`src/rtl/calc_pkg.sv`:
```
// Shared definitions for the calculation path: operation codes, the
// sequential ALU state encoding and the datapath width used by the
// controller and the ALU.
package calc_pkg;

  localparam int CALC_WIDTH = 16;

  // Opcode as presented by the controller on the op port.
  typedef enum logic [1:0] {
    OP_ADD = 2'd0,
    OP_SUB = 2'd1,
    OP_MUL = 2'd2,
    OP_DIV = 2'd3
  } alu_op_t;

  // Sequencer states of the ALU.
  typedef enum logic [1:0] {
    IDLE = 2'd0,
    CALC = 2'd1,
    DONE = 2'd2
  } alu_state_t;

  // Function selected in the shared iterative datapath.
  typedef enum logic {
    MODE_MUL = 1'b0,
    MODE_DIV = 1'b1
  } iter_mode_t;

endpackage

```
`src/rtl/seq_alu_iter.sv`:
```
// Shared magnitude datapath: LSB-first shift-add multiply and restoring
// divide, one bit per step. Both functions reuse the same hi/lo register
// pair and the same WIDTH+1 bit adder.
//
// MUL: lo holds the multiplier, m the multiplicand; {hi, lo} ends up as the
//      2*WIDTH-bit product.
// DIV: lo holds the dividend and collects quotient bits, m the divisor,
//      hi the partial remainder; result is {remainder, quotient}.
//
// result is the value the register pair takes at the current step, and
// done flags that the current step is the last one, so the caller can
// capture the final answer on the same edge that retires the last step.
module seq_alu_iter
  import calc_pkg::*;
#(
  parameter int WIDTH = CALC_WIDTH
) (
  input  logic               clk,
  input  logic               reset,
  input  logic               load,
  input  logic               step,
  input  iter_mode_t         mode,
  input  logic [WIDTH-1:0]   opa,
  input  logic [WIDTH-1:0]   opb,
  output logic               done,
  output logic [2*WIDTH-1:0] result
);

  localparam int CW = $clog2(WIDTH);

  iter_mode_t       mode_q;
  logic [WIDTH-1:0] hi;
  logic [WIDTH-1:0] lo;
  logic [WIDTH-1:0] m;
  logic [CW-1:0]    cnt;

  logic [WIDTH:0]   sum;
  logic [WIDTH:0]   shifted;
  logic [WIDTH:0]   diff;
  logic [WIDTH-1:0] hi_nx;
  logic [WIDTH-1:0] lo_nx;

  // One multiply or divide step computed from the current register pair.
  always_comb begin
    // NOTE: every signal driven here gets a value before any branch, so no
    // path can leave it unassigned and infer a latch.
    hi_nx   = hi;
    lo_nx   = lo;
    sum     = {1'b0, hi} + (lo[0] ? {1'b0, m} : '0);
    shifted = {hi, lo[WIDTH-1]};
    diff    = shifted - {1'b0, m};
    if (mode_q == MODE_MUL) begin
      // Add the multiplicand if the current multiplier bit is set, then
      // shift the whole pair right by one.
      hi_nx = sum[WIDTH:1];
      lo_nx = {sum[0], lo[WIDTH-1:1]};
    end else if (!diff[WIDTH]) begin
      // Trial subtraction fits: keep it and shift in a 1 quotient bit.
      hi_nx = diff[WIDTH-1:0];
      lo_nx = {lo[WIDTH-2:0], 1'b1};
    end else begin
      // Trial subtraction went negative: restore and shift in a 0.
      hi_nx = shifted[WIDTH-1:0];
      lo_nx = {lo[WIDTH-2:0], 1'b0};
    end
  end

  assign result = {hi_nx, lo_nx};
  assign done   = (cnt == CW'(WIDTH - 1));

  // Operand load and per-step register update.
  always_ff @(posedge clk or posedge reset) begin
    // NOTE: the working registers are cleared on reset as well, so an
    // aborted calculation leaves no stale partial state behind.
    if (reset) begin
      mode_q <= MODE_MUL;
      hi     <= '0;
      lo     <= '0;
      m      <= '0;
      cnt    <= '0;
    end else if (load) begin
      // NOTE: non-blocking assignments so every register samples the values
      // from before this edge, independent of statement order.
      mode_q <= mode;
      hi     <= '0;
      lo     <= (mode == MODE_MUL) ? opb : opa;
      m      <= (mode == MODE_MUL) ? opa : opb;
      cnt    <= '0;
    end else if (step) begin
      hi     <= hi_nx;
      lo     <= lo_nx;
      cnt    <= cnt + 1'b1;
    end
  end

endmodule

```
`src/rtl/seq_alu.sv`:
```
// Multi-cycle signed ALU for the controller's start_calc/ALU_finish
// handshake. ADD/SUB and divide-by-zero resolve after one CALC cycle;
// MUL/DIV run WIDTH steps through seq_alu_iter on operand magnitudes and
// get their sign restored here. ALU_out and the flags are registered and
// change only on entry to DONE; ALU_finish marks the DONE cycle.
module seq_alu
  import calc_pkg::*;
#(
  parameter int WIDTH = CALC_WIDTH
) (
  input  logic             clk,
  input  logic             reset,
  input  logic             start_calc,
  input  logic [1:0]       op,
  input  logic [WIDTH-1:0] ALU_in1,
  input  logic [WIDTH-1:0] ALU_in2,
  output logic [WIDTH-1:0] ALU_out,
  output logic             ALU_finish,
  output logic             busy,
  output logic             overflow,
  output logic             div_by_zero
);

  // Product magnitude limits for the positive and negative result ranges.
  localparam logic [2*WIDTH-1:0] MAG_POS_MAX = {{(WIDTH+1){1'b0}}, {(WIDTH-1){1'b1}}};
  localparam logic [2*WIDTH-1:0] MAG_NEG_MAX = {{WIDTH{1'b0}}, 1'b1, {(WIDTH-1){1'b0}}};

  alu_state_t       state;
  alu_state_t       next_state;
  alu_op_t          op_in;
  alu_op_t          op_q;
  logic [WIDTH-1:0] a_q;
  logic [WIDTH-1:0] b_q;
  logic             neg_q;
  logic             quick;

  logic             load;
  logic             step;
  logic [WIDTH-1:0] a_mag;
  logic [WIDTH-1:0] b_mag;
  logic             iter_done;
  logic [2*WIDTH-1:0] iter_result;
  iter_mode_t       iter_mode;

  logic [WIDTH-1:0]   res_out;
  logic               res_ovf;
  logic               res_dbz;
  logic [WIDTH-1:0]   add_res;
  logic [WIDTH-1:0]   sub_res;
  logic [2*WIDTH-1:0] prod_fix;
  logic [WIDTH-1:0]   quot;
  logic [WIDTH-1:0]   quot_fix;

  assign op_in = alu_op_t'(op);

  // Magnitudes of the incoming operands; |-2^(WIDTH-1)| still fits unsigned.
  assign a_mag     = ALU_in1[WIDTH-1] ? (~ALU_in1 + 1'b1) : ALU_in1;
  assign b_mag     = ALU_in2[WIDTH-1] ? (~ALU_in2 + 1'b1) : ALU_in2;
  assign iter_mode = (op_in == OP_DIV) ? MODE_DIV : MODE_MUL;

  // Operations that finish after a single CALC cycle.
  assign neg_q = a_q[WIDTH-1] ^ b_q[WIDTH-1];
  assign quick = (op_q == OP_ADD) || (op_q == OP_SUB) ||
                 ((op_q == OP_DIV) && (b_q == '0));

  seq_alu_iter #(.WIDTH(WIDTH)) u_iter (
    .clk    (clk),
    .reset  (reset),
    .load   (load),
    .step   (step),
    .mode   (iter_mode),
    .opa    (a_mag),
    .opb    (b_mag),
    .done   (iter_done),
    .result (iter_result)
  );

  // State register.
  always_ff @(posedge clk or posedge reset) begin
    if (reset) state <= IDLE;
    else       state <= next_state;
  end

  // Next-state and datapath control; start_calc is only looked at in IDLE.
  always_comb begin
    next_state = state;
    load       = 1'b0;
    step       = 1'b0;
    case (state)
      IDLE: begin
        if (start_calc) begin
          load       = 1'b1;
          next_state = CALC;
        end
      end
      CALC: begin
        if (quick) begin
          next_state = DONE;
        end else begin
          step = 1'b1;
          if (iter_done) next_state = DONE;
        end
      end
      DONE:    next_state = IDLE;
      default: next_state = IDLE;
    endcase
  end

  // Operand latch, captured together with the opcode on acceptance.
  always_ff @(posedge clk or posedge reset) begin
    if (reset) begin
      op_q <= OP_ADD;
      a_q  <= '0;
      b_q  <= '0;
    end else if (load) begin
      op_q <= op_in;
      a_q  <= ALU_in1;
      b_q  <= ALU_in2;
    end
  end

  // Result value, sign fix-up and flags for the operation in progress.
  always_comb begin
    res_out  = '0;
    res_ovf  = 1'b0;
    res_dbz  = 1'b0;
    add_res  = a_q + b_q;
    sub_res  = a_q - b_q;
    prod_fix = neg_q ? (~iter_result + 1'b1) : iter_result;
    quot     = iter_result[WIDTH-1:0];
    quot_fix = neg_q ? (~quot + 1'b1) : quot;
    case (op_q)
      OP_ADD: begin
        res_out = add_res;
        res_ovf = (a_q[WIDTH-1] == b_q[WIDTH-1]) && (add_res[WIDTH-1] != a_q[WIDTH-1]);
      end
      OP_SUB: begin
        res_out = sub_res;
        res_ovf = (a_q[WIDTH-1] != b_q[WIDTH-1]) && (sub_res[WIDTH-1] != a_q[WIDTH-1]);
      end
      OP_MUL: begin
        res_out = prod_fix[WIDTH-1:0];
        res_ovf = neg_q ? (iter_result > MAG_NEG_MAX) : (iter_result > MAG_POS_MAX);
      end
      OP_DIV: begin
        if (b_q == '0) begin
          res_dbz = 1'b1;
        end else begin
          // Only -2^(WIDTH-1) / -1 yields a positive quotient of 2^(WIDTH-1).
          res_out = quot_fix;
          res_ovf = !neg_q && quot[WIDTH-1];
        end
      end
      default: ;
    endcase
  end

  // Output registers, loaded only on the edge that enters DONE.
  always_ff @(posedge clk or posedge reset) begin
    if (reset) begin
      ALU_out     <= '0;
      overflow    <= 1'b0;
      div_by_zero <= 1'b0;
    end else if ((state == CALC) && (next_state == DONE)) begin
      ALU_out     <= res_out;
      overflow    <= res_ovf;
      div_by_zero <= res_dbz;
    end
  end

  assign ALU_finish = (state == DONE);
  assign busy       = (state != IDLE);

endmodule
```
`config.mk`:
```
export PLATFORM = sky130hd
export DESIGN_NAME = seq_alu
export DESIGN_NICKNAME = d
export VERILOG_FILES = /design/src/rtl/calc_pkg.sv /design/src/rtl/seq_alu_iter.sv /design/src/rtl/seq_alu.sv
export SDC_FILE = /design/constraint.sdc
export NUM_CORES = 1
export LEC_CHECK = 0
export ABC_AREA = 0
export CAP_MARGIN = 10
export CORE_MARGIN = 3
export CORE_UTILIZATION = 45
export DETAILED_ROUTE_END_ITERATION = 10
export GPL_ROUTABILITY_DRIVEN = 0
export PLACE_DENSITY_LB_ADDON = 0.1
export SYNTH_ARGS = -nofsm -noshare
export SYNTH_HDL_FRONTEND = slang
export SYNTH_SLANG_ARGS = --single-unit
```
`constraint.sdc`:
```
create_clock -name clk -period 4.3 [get_ports clk]
set_input_delay 0.645 -clock clk [delete_from_list [all_inputs] [get_ports clk]]
set_output_delay 0.645 -clock clk [all_outputs]
set_load 0.05 [all_outputs]
```
# After elaboration in Yosys (flattened, before gate mapping)
# Index checks and enable logic that the tools add are counted.
# totals
regBits,107
inputBits,37
output_inout_bits,20
elab_cells,86
# classes
add_sub_neg,9
order_cmp,2
n_eq_ne,12
muxes,33
n_bitwise,5
reduce_logical,13
# op_table
operator,count
two-way mux 16 bit,15
"adder 16 x 1 -> 16 bit, second input constant",4
NOT 16 bit,4
case mux 16 bit (4 select lines),1
"greater-than comparator 32 x 15 -> 1 bit, second input constant",1
"greater-than comparator 32 x 16 -> 1 bit, second input constant",1
adder 16 x 17 -> 17 bit,1
subtractor 17 x 16 -> 17 bit,1
adder 16 bit,1
zero test 16 bit,1
subtractor 16 bit,1
"== test 2 bit, second input constant",5
two-way mux 1 bit,10
two-way mux 4 bit,2
two-way mux 2 bit,3
logical AND 1 bit,5
"adder 4 x 1 -> 4 bit, second input constant",1
"== test 2 x 1 -> 1 bit, second input constant",2
"== test 4 bit, second input constant",1
zero test 2 bit,2
case mux 1 bit (4 select lines),1
case mux 2 bit (2 select lines),1
nonzero test 2 bit,2
inequality test 1 bit,3
4 further kinds,5

# Depth between registers and ports, before layout
# Gate-level depths: netlist of the first run.
# depth
word_depth,8
mapped_depth,20
mapped_depth_nobuf,20

# By module
# Synthesis of the first run repeated with hierarchy kept, for this count alone.
# unflattened
hier_cells,1188
area_unflattened_um2,10035.9
# by_module_without_submodules
module,instances,cells_per_inst,area_per_inst_um2,seq_area_each_um2
seq_alu_iter,1,580,5062.4,1326.3
seq_alu,1,608,4973.5,1351.3

# Least setup slack after synthesis of the first run
# Ideal clock, no wire load.
# synth_timing
kind,reg-to-reg
start,register u_iter.lo[15]
end,register ALU_out[14]
setup_ps,122
arrival_time_ps,3568
required_time_ps,4178
slack_ps,611
stages_incl_launch_ff,21
n_path_buf,0
synth_period_minus_slack_ps,3689
path_cell_list,dfrtp_1 inv_1 ha_1 fa_1 nand2b_1 a21oi_2 o2111ai_2 a21oi_2 o21a_2 a31oi_4 inv_2 ha_1 o211ai_1 or2_2 nor2_1 and2_1 a21oi_1 xnor2_1 nand2_1 a21oi_1 a32o_1
# synth_between
elab_chain_cells,8
elab_cells_between_ends,11
classes_between,add/sub (3); mux (6); bitwise (2)
# synth_rtl
element,line,text
"start, declared",seq_alu_iter.sv:33,logic [WIDTH-1:0] lo;
"start signal, assigned",seq_alu_iter.sv:86,lo <= (mode == MODE_MUL) ? opb : opa;
"start signal, assigned",seq_alu_iter.sv:91,lo <= lo_nx;
subtractor 17 x 16 -> 17 bit,seq_alu_iter.sv:51,"diff = shifted - {1'b0, m};"
two-way mux 1 bit,seq_alu_iter.sv:57,end else if (!diff[WIDTH]) begin
two-way mux 16 bit *,seq_alu_iter.sv:52,if (mode_q == MODE_MUL) begin
NOT 16 bit,"seq_alu.sv:129, seq_alu.sv:131",
adder 16 x 1 -> 16 bit,"seq_alu.sv:129, seq_alu.sv:131",
two-way mux 16 bit,"seq_alu.sv:129, seq_alu.sv:131",
two-way mux 16 bit,seq_alu.sv:146,if (b_q == '0) begin
case mux 16 bit (4 select lines) *,seq_alu.sv:132,case (op_q)
"end signal, assigned",seq_alu.sv:165,ALU_out <= res_out;
"end, declared",seq_alu.sv:17,"output logic [WIDTH-1:0] ALU_out,"
# Every way passes the cells marked *; elsewhere a longest branch is shown, timed or not.
# A chain may end at the register's enable or synchronous reset.

# Worst setup path in the final report of the first run
# Same ends and word-level chain as after synthesis.

==> results.txt, run 1 <==
Num Clock Sinks = 107
Share of layout cells above drive strength 1 = 5.35%
Design area = 10500 sq um
Pre-CTS setup slack = 235 ps
H-tree depth = 3
Largest net degree at the start of global routing = 60
Die area = 22500 sq um
CTS tree = built
XOR/XNOR Fraction of Synth Area = 7.97%
DR iter-0 viols = 791
Post-synthesis compound-gate area fraction = 24.9%
Seq pwr share = 20.6%
Post-DR vias/cell = 5.77
Critical path's slowest cell = dfrtp_1
CP startpoint kind = flop
Core Util, Final = 51.9%
Avg Cell Area, Syn = 7.79 sq um
# IOs = 57
Max transition margin = 40.4%
P_leak = 4.63 nW
WHS = 469 ps
Critical path's largest stage delay = 390 ps
CP Capture Type = flop
Final critical-path setup slack = 289 ps
Main flop type after synthesis = dfrtp_1
WS Path Type = flop to flop
Synthesized instance count = 1199
Final Max Tran Viols = 0
Nets = 1336
Net Sw Frac = 52.9%
Placed inst area = 10200 sq um
Clock root buffer = clkbuf_16
GRT Resource Usage Total = 25.6%
Core Rows = 52
CP Launch Point = u_iter.lo[15]$_DFFE_PP0P_
Hold path startpoint = state[1]$_DFF_PP0_
Syn Nets = 1307
Status = complete, no violations
Post-Route WL = 28500 um
Met1 Usage GRT = 41.8%
Vias = 8677
First-pass GRT wire length = 45100 um
Tmin final = 4010 ps
Simple-gate share of the synthesized area = 21.0%
EDFF count, synth = 0
Ys async rst share = 100%
Setup TNS = 0 ps
Clk network pwr share = 9.9%
Most frequent cells in the layout = nand2_1, dfrtp_1, o21ai_0
Clk_lat worst skew = 360 ps
Synth-to-layout area growth = 12.7%
Global route overflow = 0
Worst-margin pin slew = 890 ps
# placed instances = 1484
Final period utilization = 93.3%
Die W = 150 um
Port Buffers = 56
Max Clk Rate = 0.249 GHz
Worst VDD drop = 271 uV
Netlist cell types = 76
Clock Path Buffers = 2
Total Power = 9.60 mW
Antenna Nets Post-Route = 0
Worst endpoint data arrival time = 4250 ps
Mux cell area share after synthesis = 2.58%
Met2 usage = 36.1%
Final Hold Viols = 0
Mapped cell area = 9350 sq um
Vias in the first global route = 7804
Register area share after synthesis = 28.7%
Final clock skew = 12.0 ps
CP cell instances = inv_1 -> ha_1 -> fa_2 -> nand2b_1 -> a21oi_2 -> o2111ai_4 -> a21oi_2 -> o21a_2 -> a31oi_4 -> inv_2 -> ha_1 -> o211ai_1 -> or2_2 -> nor2_1 -> and2_4 -> a21oi_1 -> xnor2_1 -> nand2_1 -> a21oi_1 -> a32o_1
YS warnings = 0
Total power divided by cell area = 912 nW/um^2
Hold WC Path Type = flop to flop
Initial Util = 46.0%
Adder-cell share of the synthesized area = 9.83%
Initial antenna violation count = 0
DRC = 0
Final setup violation count = 0
Sw Pwr = 5.09 mW
P_int = 4.52 mW
Pre-Repair DR Iteration Count = 5
MaxCap Viol Count = 0
Final Instance Count excl. Fillers = 1503
Unrepaired setup endpoints after global routing = no
Met3 usage = 2.92%
#FFs+latches synth = 107
Worst EP required = 4540 ps
GRT Max-Usage Layer = met1
Share of power burned in combinational logic = 69.5%
Worst r2r src = u_iter.lo[15]$_DFFE_PP0P_
Post-DP HPWL = 22200 um
Diodes inserted = 0
Max Fanout on Critical Path = 4
DR WL/cell = 19.0 um
Most common cell after layout, fill and taps aside = nand2_1
Core Region = 20300 sq um
Total CTS buffers = 9
Largest family of logic cells by synthesized area = compound AO/OA/AOI/OAI gates
Clk slew on worst S/H paths = 80 ps
Die Span Y = 150 um
==> layer usage <==
layer / up-vias / wire length [um]
li1: 4304 / -
met2: 271 / 11800
met4: 0 / 294
met5: - / 0
met3: 18 / 1560
met1: 4084 / 14800
==> layout make-up <==
cell class                 count  area, sq um
multi-input combinational    970         6210
sequential                   107         2680
clock buffer                   9          225
timing repair buffer          76          736
fill                        1978         9760
tap                          270          338
inverter                      64          243
clock inverter                 7          104
==> critical path: cells and delay by family (launching register included) <==
family                   cells  cell delay (ps)
AO/OA/AOI/OAI                9             1480
XOR/XNOR                     1              160
flip-flops                   1              390
adder cells (fa/ha/maj)      3              750
buffers and inverters        2              160
AND/OR/NAND/NOR              5              930
==> timing repair <==
item	CTS	global route
hold buffers	0	0
buffers inserted	0	3
gates resized for setup	0	3
endpoints found under the setup margin	0	3
==> cells by family (layout without fill, tap and decap cells) <==
| logic type | after synthesis | after routing |
|---|---|---|
| AO/OA/AOI/OAI | 367 | 367 |
| AND/OR/NAND/NOR | 423 | 423 |
| flip-flops | 107 | 107 |
| multiplexers | 24 | 24 |
| XOR/XNOR | 85 | 85 |
| adder cells (fa/ha/maj) | 71 | 71 |
| buffers and inverters | 122 | 156 |
==> state kept, by name, indices dropped and copies added (netlist names) <==
signal	count
u_iter.m	16
a_q	16
u_iter.hi	16
overflow	1
u_iter.cnt	4
u_iter.lo	16
ALU_out	16
b_q	16
u_iter.mode_q	1
state	2
div_by_zero	1
op_q	2
==> power by group through the flow <==
stage / registers [mW] / clock network, mW / logic, mW
2_1_floorplan: 2.05 / 0 / 4.66
3_3_place_gp: 1.98 / 0 / 6.51
3_5_place_dp: 1.99 / 0 / 6.52
4_1_cts: 1.97 / 0.961 / 6.56
5_1_grt: 2.05 / 1.01 / 7.31
6_report: 1.98 / 0.948 / 6.67
==> final timing paths <==
kind / end / slack (ps) / cells past startpoint
min in group asynchronous: ALU_out[6]$_DFFE_PP0P_ / 750 / 2
hold reg to reg: state[0]$_DFF_PP0_ / 470 / 1
setup / recovery: ALU_out[14]$_DFFE_PP0P_ / 290 / 20
setup reg to reg: ALU_out[14]$_DFFE_PP0P_ / 290 / 20
hold / removal: state[0]$_DFF_PP0_ / 470 / 1
max in group asynchronous: u_iter.lo[0]$_DFFE_PP0P_ / 2810 / 3
==> Yosys cell counts (all sizes together) (3+ instances only) <==
library cell / number / area [sq um]
nand2: 171 / 642
o21ai: 117 / 589
dfrtp: 107 / 2680
a21oi: 99 / 503
nor2: 96 / 363
ha: 67 / 838
inv: 62 / 233
xor2: 46 / 403
clkbuf: 42 / 158
xnor2: 39 / 342
nand3: 30 / 150
mux2i: 23 / 230
o211ai: 23 / 173
and2: 22 / 138
nor3: 20 / 100
a211oi: 18 / 150
a31oi: 16 / 130
buf: 16 / 78.8
nand2b: 16 / 100
a21o: 15 / 113
o31ai: 13 / 97.6
and3: 12 / 75.1
nor4: 11 / 75.1
o21a: 11 / 83.8
nor2b: 10 / 62.6
or3: 8 / 50.1
nand4: 7 / 43.8
o21bai: 7 / 56.3
o221ai: 7 / 61.3
o41ai: 7 / 61.3
a311oi: 6 / 52.6
or2: 6 / 37.5
fa: 4 / 80.1
a211o: 3 / 26.3
o31a: 3 / 26.3
or4: 3 / 22.5
Note: power is estimated with default switching activity, not from simulation.
==> inputs of run 2 (changes only) <==
--- a/config.mk
+++ b/config.mk
@@ -9,6 +9,7 @@
 export CAP_MARGIN = 10
 export CORE_MARGIN = 3
 export CORE_UTILIZATION = 45
+export CTS_CLUSTER_DIAMETER = 60
 export DETAILED_ROUTE_END_ITERATION = 10
 export GPL_ROUTABILITY_DRIVEN = 0
 export PLACE_DENSITY_LB_ADDON = 0.1
==> results of run 2 <==
No change in the layout: final DEF, timing and power equal those of run 1.
==> inputs of run 3 (changes only) <==
--- a/config.mk
+++ b/config.mk
@@ -7,9 +7,9 @@
 export LEC_CHECK = 0
 export ABC_AREA = 0
 export CAP_MARGIN = 10
-export CORE_MARGIN = 3
-export CORE_UTILIZATION = 45
+export CORE_UTILIZATION = 55
 export CTS_CLUSTER_DIAMETER = 60
+export CTS_CLUSTER_SIZE = 8
 export DETAILED_ROUTE_END_ITERATION = 10
 export GPL_ROUTABILITY_DRIVEN = 0
 export PLACE_DENSITY_LB_ADDON = 0.1
==> run 3 against run 2 <==
Cell area down 1.1%. Maximum frequency down 0.99%. Clock power down 2%.
==> results.txt, run 3 (synthesized netlist as in run 1, its figures left out) <==
First-pass GRT wire length = 44600 um (-0.92%)
P_leak = 4.61 nW (-0.45%)
Num Clock Sinks = 107 (unchanged)
Fill cell count = 1517 (-23%)
H-tree depth = 3 (unchanged)
Worst-margin pin slew = 952 ps (+61.3 ps)
Post-Route WL = 27400 um (-3.9%)
Clk_lat worst skew = 360 ps (about the same)
Total Power = 9.51 mW (-0.98%)
Tmin final = 4050 ps (+40.0 ps)
Clock Path Buffers = 2 (unchanged)
GRT Resource Usage Total = 32.4% (+6.8 points)
Vias in the first global route = 8200 (+5.1%)
Core Rows = 47 (-9.6%)
Final critical-path setup slack = 249 ps (-40.0 ps)
DR iter-0 viols = 879 (+11%)
DR WL/cell = 18.9 um (-0.42%)
Most common cell after layout, fill and taps aside = nand2_1
Final Hold Viols = 0 (unchanged)
Initial Util = 56.4% (+10 points)
Setup TNS = 0 ps (unchanged)
Final setup violation count = 0 (unchanged)
CP Launch Point = u_iter.lo[15]$_DFFE_PP0P_
Global route overflow = 0 (unchanged)
Post-DP HPWL = 20900 um (-5.7%)
Initial antenna violation count = 0 (unchanged)
Die Span Y = 132 um (-12%)
Pre-CTS setup slack = 283 ps (+48.6 ps)
Antenna Nets Post-Route = 0 (unchanged)
Max Fanout on Critical Path = 4 (unchanged)
Most frequent cells in the layout = nand2_1, dfrtp_1, o21ai_0
CP Capture Type = flop
Final clock skew = 10.2 ps (-1.74 ps)
Diodes inserted = 0 (unchanged)
Clk slew on worst S/H paths = 80 ps (about the same)
Final period utilization = 94.2% (+0.93 points)
Port Buffers = 56 (unchanged)
Share of layout cells above drive strength 1 = 5.04% (-0.32 points)
WS Path Type = flop to flop
MaxCap Viol Count = 0 (unchanged)
DRC = 0 (unchanged)
Status = complete, no violations
Worst r2r src = u_iter.lo[15]$_DFFE_PP0P_
Worst endpoint data arrival time = 4310 ps (+60 ps)
# IOs = 57 (unchanged)
CP startpoint kind = flop
CTS tree = built
Total CTS buffers = 9 (unchanged)
Vias = 8933 (+3.0%)
Pre-Repair DR Iteration Count = 5 (unchanged)
Die area = 17500 sq um (-22%)
Hold WC Path Type = flop to flop
Total power divided by cell area = 912 nW/um^2 (about the same)
Clock root buffer = clkbuf_16
Largest net degree at the start of global routing = 60 (unchanged)
Final Max Tran Viols = 0 (unchanged)
Hold path startpoint = ALU_out[2]$_DFFE_PP0P_
FF-to-FF setup slack = 250 ps (-40 ps)
Max Clk Rate = 0.247 GHz (-0.99%)
Worst VDD drop = 665 uV (+150%)
Worst EP required = 4550 ps (about the same)
Synth-to-layout area growth = 11.5%
Nets = 1334 (-0.15%)
Die W = 132 um (-12%)
Max transition margin = 36.6% (-3.9 points)
Post-DR vias/cell = 6.16 (+6.6%)
Core Region = 16600 sq um (-18%)
## run 3: power breakdown
group / internal (mW) / total, mW / switching (mW)
logic: 2.51 / 6.60 / 4.09
clock network: 0.516 / 0.930 / 0.414
registers: 1.46 / 1.98 / 0.518
total: 4.49 / 9.51 / 5.02
## run 3: final timing paths
| check | to | depth (start not counted) |
|---|---|---|
| worst min register to register | ALU_out[2]$_DFFE_PP0P_ | 2 |
| worst max register to register | ALU_out[14]$_DFFE_PP0P_ | 20 |
| min in group asynchronous | ALU_out[11]$_DFFE_PP0P_ | 2 |
| worst max-delay path | ALU_out[14]$_DFFE_PP0P_ | 20 |
| max in group asynchronous | b_q[7]$_DFFE_PP0P_ | 3 |
| worst min-delay path | ALU_out[2]$_DFFE_PP0P_ | 2 |
## run 3: cell type report
type,instances,area [sq um],share of cell area [%]
clock buffers,9,225,2.16
clock inverters,7,98.8,0.948
inverters,64,243,2.33
multi-input cells,970,6190,59.4
flip-flops and latches,107,2680,25.7
well taps,220,275,2.64
repair buffers,74,708,6.79
## run 3: stage by stage
step | util, % | std cells | hold WS [ps] | instance area [sq um]
detailed placement | 60.9 | 1434 | 470 | 10100
floorplan | - | 1199 | 427 | 9350
CTS | 62.8 | 1450 | 480 | 10400
global route | 62.9 | 1451 | 500 | 10400
finish | 62.9 | 1451 | 479 | 10400
global placement | 60.9 | 1434 | 447 | 10100
## run 3: what timing repair did
action                                  in CTS  in global routing
setup buffers                                0                  1
endpoints found under the setup margin       0                  2
resized for setup                            0                  0
hold buffers                                 0                  0
endpoints found under the hold margin        0                  0
## run 3: critical path, cell delays in order (launching register included)
cell and delay (ps):
dfrtp_1 410, inv_1 60, ha_1 210, fa_1 410
nand2b_1 200, a21oi_2 200, o2111ai_2 220, a21oi_2 230
o21a_2 200, a31oi_4 100, inv_2 110, ha_1 190
o211ai_1 110, or2_2 330, nor2_1 130, and2_1 180
a21oi_1 90, xnor2_1 160, nand2_1 90, a21oi_1 80
a32o_1 260
## run 3: layer usage
layer  GRT usage [%]  part of all wire, %  vias to the layer above
li1                -                    -                     4292
met1            49.2                   48                     4257
met2            47.5                   43                      339
met3            4.88                  6.7                       45
met4            8.62                  2.0                        0
met5               0                    0                        -
